<file path="config.mk">
export PLATFORM = sky130hd
export DESIGN_NAME = mc_ctrl_flat
export DESIGN_NICKNAME = d
export VERILOG_FILES = /design/src/rtl/mc_ctrl_pkg.sv /design/src/rtl/mc_ctrl_if.sv /design/src/rtl/mc_wait_timer.sv /design/src/rtl/mc_ctrl.sv /design/src/flat_wrapper.sv
export SDC_FILE = /design/constraint.sdc
export NUM_CORES = 1
export LEC_CHECK = 0
export BUFFER_PORTS_ARGS = -buffer_cell sky130_fd_sc_hd__buf_4
export CAP_MARGIN = 20
export CORE_UTILIZATION = 35
export DETAILED_ROUTE_END_ITERATION = 8
export SLEW_MARGIN = 20
export SYNTH_ARGS = -nofsm -noshare
export SYNTH_HDL_FRONTEND = slang
export SYNTH_SLANG_ARGS = --single-unit
</file>
<file path="constraint.sdc">
create_clock -name clk -period 2.3 [get_ports clk]
set_clock_uncertainty 0.1 [all_clocks]
set_input_delay 0 -clock clk [delete_from_list [all_inputs] [get_ports clk]]
set_output_delay 0 -clock clk [all_outputs]
set_load 0.03 [all_outputs]
</file>
<file path="src/rtl/mc_ctrl_pkg.sv">
// Shared encodings for the multicycle controller: state codes, opcodes and
// datapath mux/ALU select values.
package mc_ctrl_pkg;

    typedef enum logic [3:0] {
        S_IDLE   = 4'd0,
        S_FETCH  = 4'd1,
        S_DECODE = 4'd2,
        S_MEMADR = 4'd3,
        S_MEMRD  = 4'd4,
        S_MEMWB  = 4'd5,
        S_MEMWR  = 4'd6,
        S_EXEC   = 4'd7,
        S_RWB    = 4'd8,
        S_BRANCH = 4'd9,
        S_JUMP   = 4'd10
    } state_t;

    localparam logic [5:0] OP_RTYPE = 6'b000000;
    localparam logic [5:0] OP_LW    = 6'b100011;
    localparam logic [5:0] OP_SW    = 6'b101011;
    localparam logic [5:0] OP_BEQ   = 6'b000100;
    localparam logic [5:0] OP_J     = 6'b000010;

    localparam logic [1:0] SRCB_RD2  = 2'b00;
    localparam logic [1:0] SRCB_FOUR = 2'b01;
    localparam logic [1:0] SRCB_IMM  = 2'b10;
    localparam logic [1:0] SRCB_IMM4 = 2'b11;

    localparam logic [1:0] ALU_ADD   = 2'b00;
    localparam logic [1:0] ALU_SUB   = 2'b01;
    localparam logic [1:0] ALU_FUNCT = 2'b10;

    localparam logic [1:0] PC_ALU    = 2'b00;
    localparam logic [1:0] PC_ALUOUT = 2'b01;
    localparam logic [1:0] PC_JUMP   = 2'b10;
    localparam logic [1:0] PC_ENTRY  = 2'b11;

    function automatic logic is_mem_op(input logic [5:0] op);
        return (op == OP_LW) || (op == OP_SW);
    endfunction

endpackage

</file>
<file path="src/rtl/mc_ctrl_if.sv">
// Controller <-> datapath/memory signal bundle; master drives instruction
// fields and memory status, slave (the controller) drives the control lines.
interface mc_ctrl_if;
    logic [5:0] opCode;
    logic       zero;
    logic       INT;
    logic       mem_ready;

    logic       PCWrite, IRWrite, IorD, MemRead, MemWrite, Mem2Reg;
    logic       RegDst, RegWrite, ALUSrcA, bus_err, ill_op;
    logic [1:0] ALUSrcB, ALUop, PCSource;
    logic [3:0] state;

    modport master (
        output opCode, zero, INT, mem_ready,
        input  PCWrite, IRWrite, IorD, MemRead, MemWrite, Mem2Reg,
               RegDst, RegWrite, ALUSrcA, bus_err, ill_op,
               ALUSrcB, ALUop, PCSource, state
    );

    modport slave (
        input  opCode, zero, INT, mem_ready,
        output PCWrite, IRWrite, IorD, MemRead, MemWrite, Mem2Reg,
               RegDst, RegWrite, ALUSrcA, bus_err, ill_op,
               ALUSrcB, ALUop, PCSource, state
    );
endinterface

</file>
<file path="src/rtl/mc_wait_timer.sv">
// Memory wait-cycle counter; clear wins over enable, tc flags TIMEOUT-1.
// Zero latency on tc/cnt (registered count, combinational compare); no backpressure.
module mc_wait_timer #(
    parameter int TIMEOUT = 16
) (
    input  logic       clk,
    input  logic       rst,
    input  logic       clr,
    input  logic       en,
    output logic [7:0] cnt,
    output logic       tc
);
    always_ff @(posedge clk or posedge rst) begin
        if (rst)      cnt <= 8'd0;
        else if (clr) cnt <= 8'd0;
        else if (en)  cnt <= cnt + 8'd1;
    end

    assign tc = (cnt == 8'(TIMEOUT - 1));
endmodule

</file>
<file path="src/rtl/mc_ctrl.sv">
// Multicycle CPU control FSM with memory-wait timeout; optional MC_CTRL_PERF_EN counters.
// Outputs valid in the cycle of the state; memory stalls via mem_ready, bus_err after TIMEOUT waits.
module mc_ctrl
    import mc_ctrl_pkg::*;
#(
    parameter int TIMEOUT = 16
) (
    input  logic        clk,
    input  logic        rst,
    mc_ctrl_if.slave    bus
`ifdef MC_CTRL_PERF_EN
    ,
    output logic [31:0] cycle_cnt,
    output logic [31:0] instr_cnt
`endif
);
    state_t     st, nxt;
    logic       tmr_clr, tmr_en, tmr_tc;
    logic [7:0] tmr_cnt;

    mc_wait_timer #(.TIMEOUT(TIMEOUT)) u_timer (
        .clk (clk),
        .rst (rst),
        .clr (tmr_clr),
        .en  (tmr_en),
        .cnt (tmr_cnt),
        .tc  (tmr_tc)
    );

    always_ff @(posedge clk or posedge rst) begin
        if (rst) st <= S_IDLE;
        else     st <= nxt;
    end

    always_comb begin
        nxt          = st;
        tmr_clr      = 1'b0;
        tmr_en       = 1'b0;
        bus.PCWrite  = 1'b0;
        bus.IRWrite  = 1'b0;
        bus.IorD     = 1'b0;
        bus.MemRead  = 1'b0;
        bus.MemWrite = 1'b0;
        bus.Mem2Reg  = 1'b0;
        bus.RegDst   = 1'b0;
        bus.RegWrite = 1'b0;
        bus.ALUSrcA  = 1'b0;
        bus.bus_err  = 1'b0;
        bus.ill_op   = 1'b0;
        bus.ALUSrcB  = SRCB_RD2;
        bus.ALUop    = ALU_ADD;
        bus.PCSource = PC_ALU;

        case (st)
            S_IDLE: nxt = S_FETCH;
            S_FETCH: begin
                bus.ALUSrcB = SRCB_FOUR;
                // An interrupt taken on the opening fetch cycle restarts the fetch at the entry point.
                if (bus.INT && (tmr_cnt == 8'd0)) begin
                    bus.PCWrite  = 1'b1;
                    bus.PCSource = PC_ENTRY;
                    tmr_clr      = 1'b1;
                end else begin
                    bus.MemRead = 1'b1;
                    if (bus.mem_ready) begin
                        bus.IRWrite = 1'b1;
                        bus.PCWrite = 1'b1;
                        nxt         = S_DECODE;
                    end else if (tmr_tc) begin
                        bus.bus_err = 1'b1;
                        tmr_clr     = 1'b1;
                    end else begin
                        tmr_en = 1'b1;
                    end
                end
            end
            S_DECODE: begin
                bus.ALUSrcB = SRCB_IMM4;
                if (bus.opCode == OP_RTYPE)       nxt = S_EXEC;
                else if (is_mem_op(bus.opCode))   nxt = S_MEMADR;
                else if (bus.opCode == OP_BEQ)    nxt = S_BRANCH;
                else if (bus.opCode == OP_J)      nxt = S_JUMP;
                else begin
                    bus.ill_op = 1'b1;
                    nxt        = S_FETCH;
                end
            end
            S_MEMADR: begin
                bus.ALUSrcA = 1'b1;
                bus.ALUSrcB = SRCB_IMM;
                nxt         = (bus.opCode == OP_LW) ? S_MEMRD : S_MEMWR;
            end
            S_MEMRD, S_MEMWR: begin
                bus.IorD     = 1'b1;
                bus.MemRead  = (st == S_MEMRD);
                bus.MemWrite = (st == S_MEMWR);
                if (bus.mem_ready) begin
                    nxt = (st == S_MEMRD) ? S_MEMWB : S_FETCH;
                end else if (tmr_tc) begin
                    bus.bus_err = 1'b1;
                    nxt         = S_FETCH;
                end else begin
                    tmr_en = 1'b1;
                end
            end
            S_MEMWB: begin
                bus.RegWrite = 1'b1;
                bus.Mem2Reg  = 1'b1;
                nxt          = S_FETCH;
            end
            S_EXEC: begin
                bus.ALUSrcA = 1'b1;
                bus.ALUop   = ALU_FUNCT;
                nxt         = S_RWB;
            end
            S_RWB: begin
                bus.RegWrite = 1'b1;
                bus.RegDst   = 1'b1;
                nxt          = S_FETCH;
            end
            S_BRANCH: begin
                bus.ALUSrcA  = 1'b1;
                bus.ALUop    = ALU_SUB;
                bus.PCSource = PC_ALUOUT;
                bus.PCWrite  = bus.zero;
                nxt          = S_FETCH;
            end
            S_JUMP: begin
                bus.PCWrite  = 1'b1;
                bus.PCSource = PC_JUMP;
                nxt          = S_FETCH;
            end
            default: nxt = S_IDLE;
        endcase

        if (nxt != st) tmr_clr = 1'b1;
    end

    assign bus.state = st;

`ifdef MC_CTRL_PERF_EN
    logic instr_done;
    assign instr_done = (nxt == S_FETCH) &&
                        ((st == S_MEMWB) || (st == S_RWB) || (st == S_BRANCH) ||
                         (st == S_JUMP)  || ((st == S_MEMWR) && bus.mem_ready));

    always_ff @(posedge clk or posedge rst) begin
        if (rst) begin
            cycle_cnt <= 32'd0;
            instr_cnt <= 32'd0;
        end else begin
            cycle_cnt <= cycle_cnt + 32'd1;
            if (instr_done) instr_cnt <= instr_cnt + 32'd1;
        end
    end
`endif
endmodule
</file>
<file path="src/flat_wrapper.sv">
// flat-port wrapper written by rule: the top's interface ports become plain ports
module mc_ctrl_flat import mc_ctrl_pkg::*;
#(
    parameter int TIMEOUT = 16
)
  (clk, rst, bus_opCode, bus_zero, bus_INT, bus_mem_ready, bus_PCWrite, bus_IRWrite, bus_IorD, bus_MemRead, bus_MemWrite, bus_Mem2Reg, bus_RegDst, bus_RegWrite, bus_ALUSrcA, bus_bus_err, bus_ill_op, bus_ALUSrcB, bus_ALUop, bus_PCSource, bus_state);
  mc_ctrl_if bus_i ();
  input  logic clk;
  input  logic rst;
  input wire logic [$bits(bus_i.opCode)-1:0] bus_opCode;
  input wire logic [$bits(bus_i.zero)-1:0] bus_zero;
  input wire logic [$bits(bus_i.INT)-1:0] bus_INT;
  input wire logic [$bits(bus_i.mem_ready)-1:0] bus_mem_ready;
  output wire logic [$bits(bus_i.PCWrite)-1:0] bus_PCWrite;
  output wire logic [$bits(bus_i.IRWrite)-1:0] bus_IRWrite;
  output wire logic [$bits(bus_i.IorD)-1:0] bus_IorD;
  output wire logic [$bits(bus_i.MemRead)-1:0] bus_MemRead;
  output wire logic [$bits(bus_i.MemWrite)-1:0] bus_MemWrite;
  output wire logic [$bits(bus_i.Mem2Reg)-1:0] bus_Mem2Reg;
  output wire logic [$bits(bus_i.RegDst)-1:0] bus_RegDst;
  output wire logic [$bits(bus_i.RegWrite)-1:0] bus_RegWrite;
  output wire logic [$bits(bus_i.ALUSrcA)-1:0] bus_ALUSrcA;
  output wire logic [$bits(bus_i.bus_err)-1:0] bus_bus_err;
  output wire logic [$bits(bus_i.ill_op)-1:0] bus_ill_op;
  output wire logic [$bits(bus_i.ALUSrcB)-1:0] bus_ALUSrcB;
  output wire logic [$bits(bus_i.ALUop)-1:0] bus_ALUop;
  output wire logic [$bits(bus_i.PCSource)-1:0] bus_PCSource;
  output wire logic [$bits(bus_i.state)-1:0] bus_state;
  assign bus_i.opCode = bus_opCode;
  assign bus_i.zero = bus_zero;
  assign bus_i.INT = bus_INT;
  assign bus_i.mem_ready = bus_mem_ready;
  assign bus_PCWrite = bus_i.PCWrite;
  assign bus_IRWrite = bus_i.IRWrite;
  assign bus_IorD = bus_i.IorD;
  assign bus_MemRead = bus_i.MemRead;
  assign bus_MemWrite = bus_i.MemWrite;
  assign bus_Mem2Reg = bus_i.Mem2Reg;
  assign bus_RegDst = bus_i.RegDst;
  assign bus_RegWrite = bus_i.RegWrite;
  assign bus_ALUSrcA = bus_i.ALUSrcA;
  assign bus_bus_err = bus_i.bus_err;
  assign bus_ill_op = bus_i.ill_op;
  assign bus_ALUSrcB = bus_i.ALUSrcB;
  assign bus_ALUop = bus_i.ALUop;
  assign bus_PCSource = bus_i.PCSource;
  assign bus_state = bus_i.state;
  mc_ctrl #(.TIMEOUT(TIMEOUT)) u_core (.clk(clk), .rst(rst), .bus(bus_i));
endmodule
</file>
==> results.py, run 1 <==
metrics = {
    "clock_tree": {
        "clock_sinks": 12,
        "numCtsBuffers": 3,
        "clk_latency_ns": 0.27,
        "cts_setup_buffers": 0,
        "path_clk_slew_ns": 0.07,
        "htree_levels": 1,
        "tritoncts": "built",
        "clk_path_buf_depth": 2,
        "root_buffer": "clkbuf_4",
    },
    "sta": {
        "period_share_pct": 93.3,
        "fin_hold_ws_ns": 0.0225,
        "final_max_slew_viol_count": 0,
        "tns_ns": 0,
        "rsz0062_at_grt": "false",
        "max_freq_mhz": 466,
        "hold_violations": 0,
        "setup_violations": 0,
        "period_needed_ns": 2.14,
        "relSlewSlack_pct": 68.9,
        "worst_pin_slew_ns": 0.466,
    },
    "setup_path": {
        "rrSetupSlack_ns": 0.16,
        "criticalPathCategory": "register to output port",
        "required_ns": 2.20,
        "crit_fanout": 4,
        "critPathCaptureType": "output port",
        "startpoint_type": "register",
        "arrival_ns": 2.04,
    },
    "synth": {
        "synthFlopType": "dfrtp_1",
        "postSynthAreaPerCell_sq_um": 8.36,
        "synth_fp_nets": 135,
        "synth.yosys.warnings": 0,
        "synth_common_cells": "12 x dfrtp_1, 12 x nor2_1, 11 x nor3_1",
        "async_flop_share_pct": 100,
        "ys_top_cells_by_area": "dfrtp_1 29%, nor3_1 5.4%, nor2_1 4.4%",
        "synth_area_sq_mm": 0.00102,
        "synth_top_area_cell": "dfrtp_1",
        "synth.top_cell.area_share_pct": 29.4,
        "syn_inst": 122,
        "synth_edf_count": 0,
        "ys_seq_area_share_pct": 29.4,
        "ys_seq_elements": 12,
        "synth.distinct_cells": 46,
    },
    "finish": {
        "final_area_sq_mm": 0.00136,
        "fillerInstances": 258,
        "drive_above_1_share_pct": 34.2,
        "area_delta_synth_final_pct": 33.4,
        "antenna_cells": 0,
        "stdcell_count": 189,
        "layout.nets": 173,
    },
    "placement": {
        "dpl_cell_area_sq_mm": 0.00131,
        "dp_cells": 184,
        "portBuffers": 31,
        "place_congestion": 0.868,
        "dpl.hpwl_mm": 1.97,
    },
    "power": {
        "p_leak_nw": 0.627,
        "powerDensity_mw_per_mm2": 1270,
        "ir_drop_mv": 0.996,
    },
    "route": {
        "route.detailed.drc": 0,
        "num_vias": 1039,
        "drt-pass1-iter-count": 4,
        "drt-initial-drc-count": 37,
        "wirelength_mm": 2.57,
        "route.detailed.wl_per_inst_um": 13.6,
        "ant_nets": 0,
        "post_drt_via_cell_ratio": 5.50,
    },
    "floorplan": {
        "die_height_um": 56.0,
        "die-area_sq_mm": 0.00313,
        "pin_count": 32,
        "die_w_um": 56.0,
        "design.core.area_sq_mm": 0.00276,
        "start_util_pct": 37.0,
        "fp-row-count": 19,
    },
    "global_routing": {
        "overflow": 0,
        "grt_pass1_wl_mm": 4.28,
        "gr-usage-all-layers_pct": 17.0,
        "grt_pass1_vias": 980,
        "antenna_found_initial": 0,
        "grt_max_degree": 13,
    },
    "min_path": {
        "hold_class": "input port to register",
    },
    "outcome": {
        "status": "finished clean",
    },
    "job": {
        "max-cap-violations": 0,
    },
}
## final cells by class
cell class / instances / area, sq um / share of cell area, %
Sequential cell: 12 / 300 / 22.1
Timing Repair Buffer: 39 / 298 / 21.9
Multi-Input combinational cell: 97 / 674 / 49.6
Clock buffer: 3 / 22.5 / 1.66
Tap cell: 31 / 38.8 / 2.85
Inverter: 7 / 26.3 / 1.93
## worst paths after layout
kind,endpoint,from,depth (start not counted)
worst min-delay path,u_core.bus.state[0]$_DFF_PP0_,bus_mem_ready,4
worst max-delay path,bus_MemRead,u_core.u_timer.cnt[0]$_DFFE_PP0P_,8
min in group asynchronous,u_core.bus.state[2]$_DFF_PP0_,rst,3
max in group asynchronous,u_core.bus.state[0]$_DFF_PP0_,rst,3
worst max register to register,u_core.u_timer.cnt[7]$_DFFE_PP0P_,u_core.u_timer.cnt[0]$_DFFE_PP0P_,7
worst min register to register,u_core.u_timer.cnt[0]$_DFFE_PP0P_,u_core.u_timer.cnt[0]$_DFFE_PP0P_,1
## metal layers
| metal | wire [um] | vias to the layer above | GRT usage (%) | part of all wire, % |
|---|---|---|---|---|
| met5 | 0 | - | 0 | 0 |
| met4 | 55 | 0 | 7.32 | 2.1 |
| met3 | 132 | 7 | 2.79 | 5.1 |
| met2 | 1210 | 29 | 29.1 | 47 |
| met1 | 1170 | 486 | 21.1 | 46 |
| li1 | - | 517 | - | - |
## metrics by stage
stage               util (%)  power [mW]  worst slack (ns)
floorplan                  -        1.19             0.116
global placement        47.5        1.59             0.262
detailed placement      47.5        1.60             0.134
CTS                     49.1        1.73            0.0430
global route            49.3        1.86            0.0251
finish                  49.3        1.73             0.155
## registers in the layout (all words and copies together) (netlist names)
name and cells:
u_core.u_timer.cnt 8, u_core.bus.state 4
## timing repair
item | 4_1_cts | 5_1_grt
setup endpoints to repair | 0 | 3
endpoints found under the hold margin | 13 | 0
resized for setup | 0 | 2
hold buffers | 2 | 0
## power by group
group / leakage, nW / internal [mW] / switching (mW)
sequential: 0.162 / 0.257 / 0.0718
clock: 0.0138 / 0.0606 / 0.0648
combinational: 0.452 / 0.514 / 0.759
total: 0.627 / 0.832 / 0.896
## worst max-delay path: stages (launching register included)
cell and delay [ns]:
dfrtp_1 0.41, inv_1 0.07, ha_1 0.14, or4bb_4 0.57, nor2_2 0.18, nor3_1 0.07
a21oi_1 0.12, nor3_1 0.06, buf_4 0.16
## placed cells by master (no fill, tap or decap), types with 2 or more instances in the layout
master,synthesis,final
nand2_1,8,8
a21oi_1,8,8
dfrtp_1,12,12
or2_2,2,2
clkbuf_4,0,3
o21bai_1,2,2
xnor2_1,3,3
nor2_1,12,11
ha_1,2,2
nand3b_1,2,2
a211oi_1,2,2
nor2b_1,2,2
xor2_1,4,4
inv_1,7,7
nand2b_1,2,2
or3_1,3,3
buf_4,0,37
nand3_1,3,3
nor4_1,3,2
dlygate4sd3_1,0,2
o21ai_0,4,4
nor3_1,11,11
## kinds of logic after synthesis
| family | Yosys count | share of synthesized area [%] |
|---|---|---|
| mux | 1 | 2.21 |
| fa+ha+maj | 2 | 2.45 |
| compound gates | 28 | 20.2 |
| flops | 12 | 29.4 |
| buf+inv | 13 | 5.64 |
| simple gates | 59 | 34.0 |
| xor+xnor | 7 | 6.01 |
(Power assumes the default switching activity.)
==> run 2: changes to the inputs <==
--- a/config.mk
+++ b/config.mk
@@ -7,8 +7,11 @@
 export LEC_CHECK = 0
 export BUFFER_PORTS_ARGS = -buffer_cell sky130_fd_sc_hd__buf_4
 export CAP_MARGIN = 20
-export CORE_UTILIZATION = 35
+export CELL_PAD_IN_SITES_DETAIL_PLACEMENT = 1
+export CELL_PAD_IN_SITES_GLOBAL_PLACEMENT = 2
+export CORE_UTILIZATION = 28
 export DETAILED_ROUTE_END_ITERATION = 8
+export PLACE_DENSITY_LB_ADDON = 0.1
 export SLEW_MARGIN = 20
 export SYNTH_ARGS = -nofsm -noshare
 export SYNTH_HDL_FRONTEND = slang
==> run 2 against run 1 <==
Against the previous run: global-route usage decreased by 0.54 points; sequential share of layout area decreased by 0.52 points; clock power increased by 38%; critical path type unchanged; first-iteration DRC count increased by 38%; die area increased by 24%; combinational power about the same; critical path depth decreased by 1; core utilization decreased by 8.6 points; maximum frequency decreased by 0.84%; register-to-register slack improved by 0.05 ns; cell area increased by 2.4%.
==> results.py, run 2 (same netlist as run 1, synthesis figures left out) <==
metrics = {
    "clock_tree": {
        "clk_path_buf_depth": 2,
        "clock_sinks": 12,
        "numCtsBuffers": 3,
        "htree_levels": 1,
        "cts_setup_buffers": 0,
        "clk_latency_ns": 0.28,
        "tritoncts": "built",
        "root_buffer": "clkbuf_4",
        "path_clk_slew_ns": 0.08,
    },
    "route": {
        "route.detailed.drc": 0,
        "num_vias": 1052,
        "wirelength_mm": 3.03,
        "post_drt_via_cell_ratio": 5.13,
        "route.detailed.wl_per_inst_um": 14.8,
        "drt-initial-drc-count": 51,
        "drt-pass1-iter-count": 4,
        "ant_nets": 0,
    },
    "outcome": {
        "status": "finished clean",
    },
    "min_path": {
        "min_from": "bus_mem_ready",
        "hold_class": "input port to register",
        "min_path_cells": 3,
        "min_to": "u_core.bus.state[2]$_DFF_PP0_",
    },
    "floorplan": {
        "design.core.area_sq_mm": 0.00342,
        "die_height_um": 62.4,
        "pin_count": 32,
        "die_w_um": 62.4,
        "fp-row-count": 21,
        "die-area_sq_mm": 0.00389,
        "start_util_pct": 29.9,
    },
    "power": {
        "p_leak_nw": 0.634,
        "switching_share_pct": 51.6,
        "seqPwrFrac_pct": 18.0,
        "p_sw_uw": 920,
        "power_mw": 1.78,
        "intPower_uw": 862,
        "clkPwrFrac_pct": 9.7,
        "ir_drop_mv": 0.508,
        "powerDensity_mw_per_mm2": 1280,
        "comb_power_share_pct": 72.3,
    },
    "setup_path": {
        "arrival_ns": 2.06,
        "r2r_cells": 7,
        "rrSetupSlack_ns": 0.21,
        "critPathCaptureType": "output port",
        "criticalPathCategory": "register to output port",
        "r2r-end": "u_core.u_timer.cnt[7]$_DFFE_PP0P_",
        "rr_startpoint": "u_core.u_timer.cnt[0]$_DFFE_PP0P_",
        "required_ns": 2.20,
        "startpoint_type": "register",
        "crit_fanout": 4,
    },
    "placement": {
        "dpl.hpwl_mm": 2.39,
        "portBuffers": 31,
        "place_congestion": 0.756,
        "dpl_cell_area_sq_mm": 0.00133,
        "dp_cells": 199,
        "dp_slack_ns": 0.164,
    },
    "sta": {
        "worst_pin_slew_ns": 0.490,
        "rsz0062_at_grt": "false",
        "final_max_slew_viol_count": 0,
        "max_freq_mhz": 462,
        "tns_ns": 0,
        "period_share_pct": 94.1,
        "hold_violations": 0,
        "relSlewSlack_pct": 67.3,
        "fin_hold_ws_ns": 0.00251,
        "setup_violations": 0,
        "finalWorstSetupSlack_ns": 0.137,
        "period_needed_ns": 2.16,
    },
    "finish": {
        "layout.nets": 173,
        "largest_reg_flops": 8,
        "area_delta_synth_final_pct": 36.6,
        "fillerInstances": 437,
        "drive_above_1_share_pct": 34.6,
        "final_cell_mix": "37 x buf_4, 12 x dfrtp_1, 11 x nor3_1, 11 x nor2_1",
        "stdcell_count": 205,
        "antenna_cells": 0,
        "final_util_pct": 40.8,
        "regMostFlops": "u_core.u_timer.cnt",
        "final_area_sq_mm": 0.00139,
        "final_common_cell": "buf_4",
    },
    "global_routing": {
        "grt_max_degree": 13,
        "gr-usage-all-layers_pct": 16.5,
        "grt_pass1_wl_mm": 5.10,
        "overflow": 0,
        "antenna_found_initial": 0,
        "grt_pass1_vias": 1080,
    },
    "job": {
        "max-cap-violations": 0,
    },
}
[run 2: area by class of cell]
type | count | area, sq um | area share, %
inverters | 7 | 26.3 | 1.89
repair buffers | 39 | 298 | 21.4
flip-flops and latches | 12 | 300 | 21.6
well taps | 46 | 57.6 | 4.13
clock buffers | 4 | 36.3 | 2.61
multi-input cells | 97 | 674 | 48.4
[run 2: power groups by stage]
stage | Clock, mW | Combinational [mW] | Sequential [mW]
2_1_floorplan | 0 | 0.817 | 0.369
3_3_place_gp | 0 | 1.27 | 0.323
3_5_place_dp | 0 | 1.29 | 0.325
4_1_cts | 0.177 | 1.30 | 0.321
5_1_grt | 0.191 | 1.40 | 0.330
6_report | 0.173 | 1.29 | 0.320
[run 2: per-layer routing]
metal | wire length, um | track usage (%) | vias to the layer above | share of wire [%]
met2 | 1400 | 27.1 | 29 | 46
met3 | 165 | 4.60 | 4 | 5.5
met1 | 1440 | 22.1 | 500 | 48
li1 | - | - | 519 | -
met5 | 0 | 0 | - | 0
met4 | 17 | 1.74 | 0 | 0.56
[run 2: what timing repair did]
item | 4_1_cts | 5_1_grt
hold buffers | 2 | 0
gates resized for setup | 1 | 1
endpoints found under the setup margin | 1 | 5
gates cloned | 0 | 0
hold endpoints to repair | 13 | 0
[run 2: worst max path at each step]
stage | from | end | slack, ns | depth (start not counted)
2_1_floorplan | u_core.bus.state[3]$_DFF_PP0_ | u_core.bus.state[1]$_DFF_PP0_ | 0.12 | 4
3_3_place_gp | u_core.u_timer.cnt[0]$_DFFE_PP0P_ | u_core.u_timer.cnt[6]$_DFFE_PP0P_ | 0.24 | 7
3_5_place_dp | u_core.u_timer.cnt[0]$_DFFE_PP0P_ | u_core.u_timer.cnt[0]$_DFFE_PP0P_ | 0.16 | 7
4_1_cts | u_core.u_timer.cnt[0]$_DFFE_PP0P_ | bus_PCWrite | 0.05 | 7
5_1_grt | u_core.u_timer.cnt[0]$_DFFE_PP0P_ | bus_PCWrite | 0.02 | 7
6_report | u_core.u_timer.cnt[0]$_DFFE_PP0P_ | bus_PCWrite | 0.14 | 7
[run 2: critical path, cell delays in order, from the launching register on]
cell and delay [ns]:
dfrtp_1 0.41, inv_1 0.07, ha_1 0.14, or4bb_4 0.57, nor2_2 0.18, o21ai_0 0.12
o31ai_1 0.10, buf_4 0.20
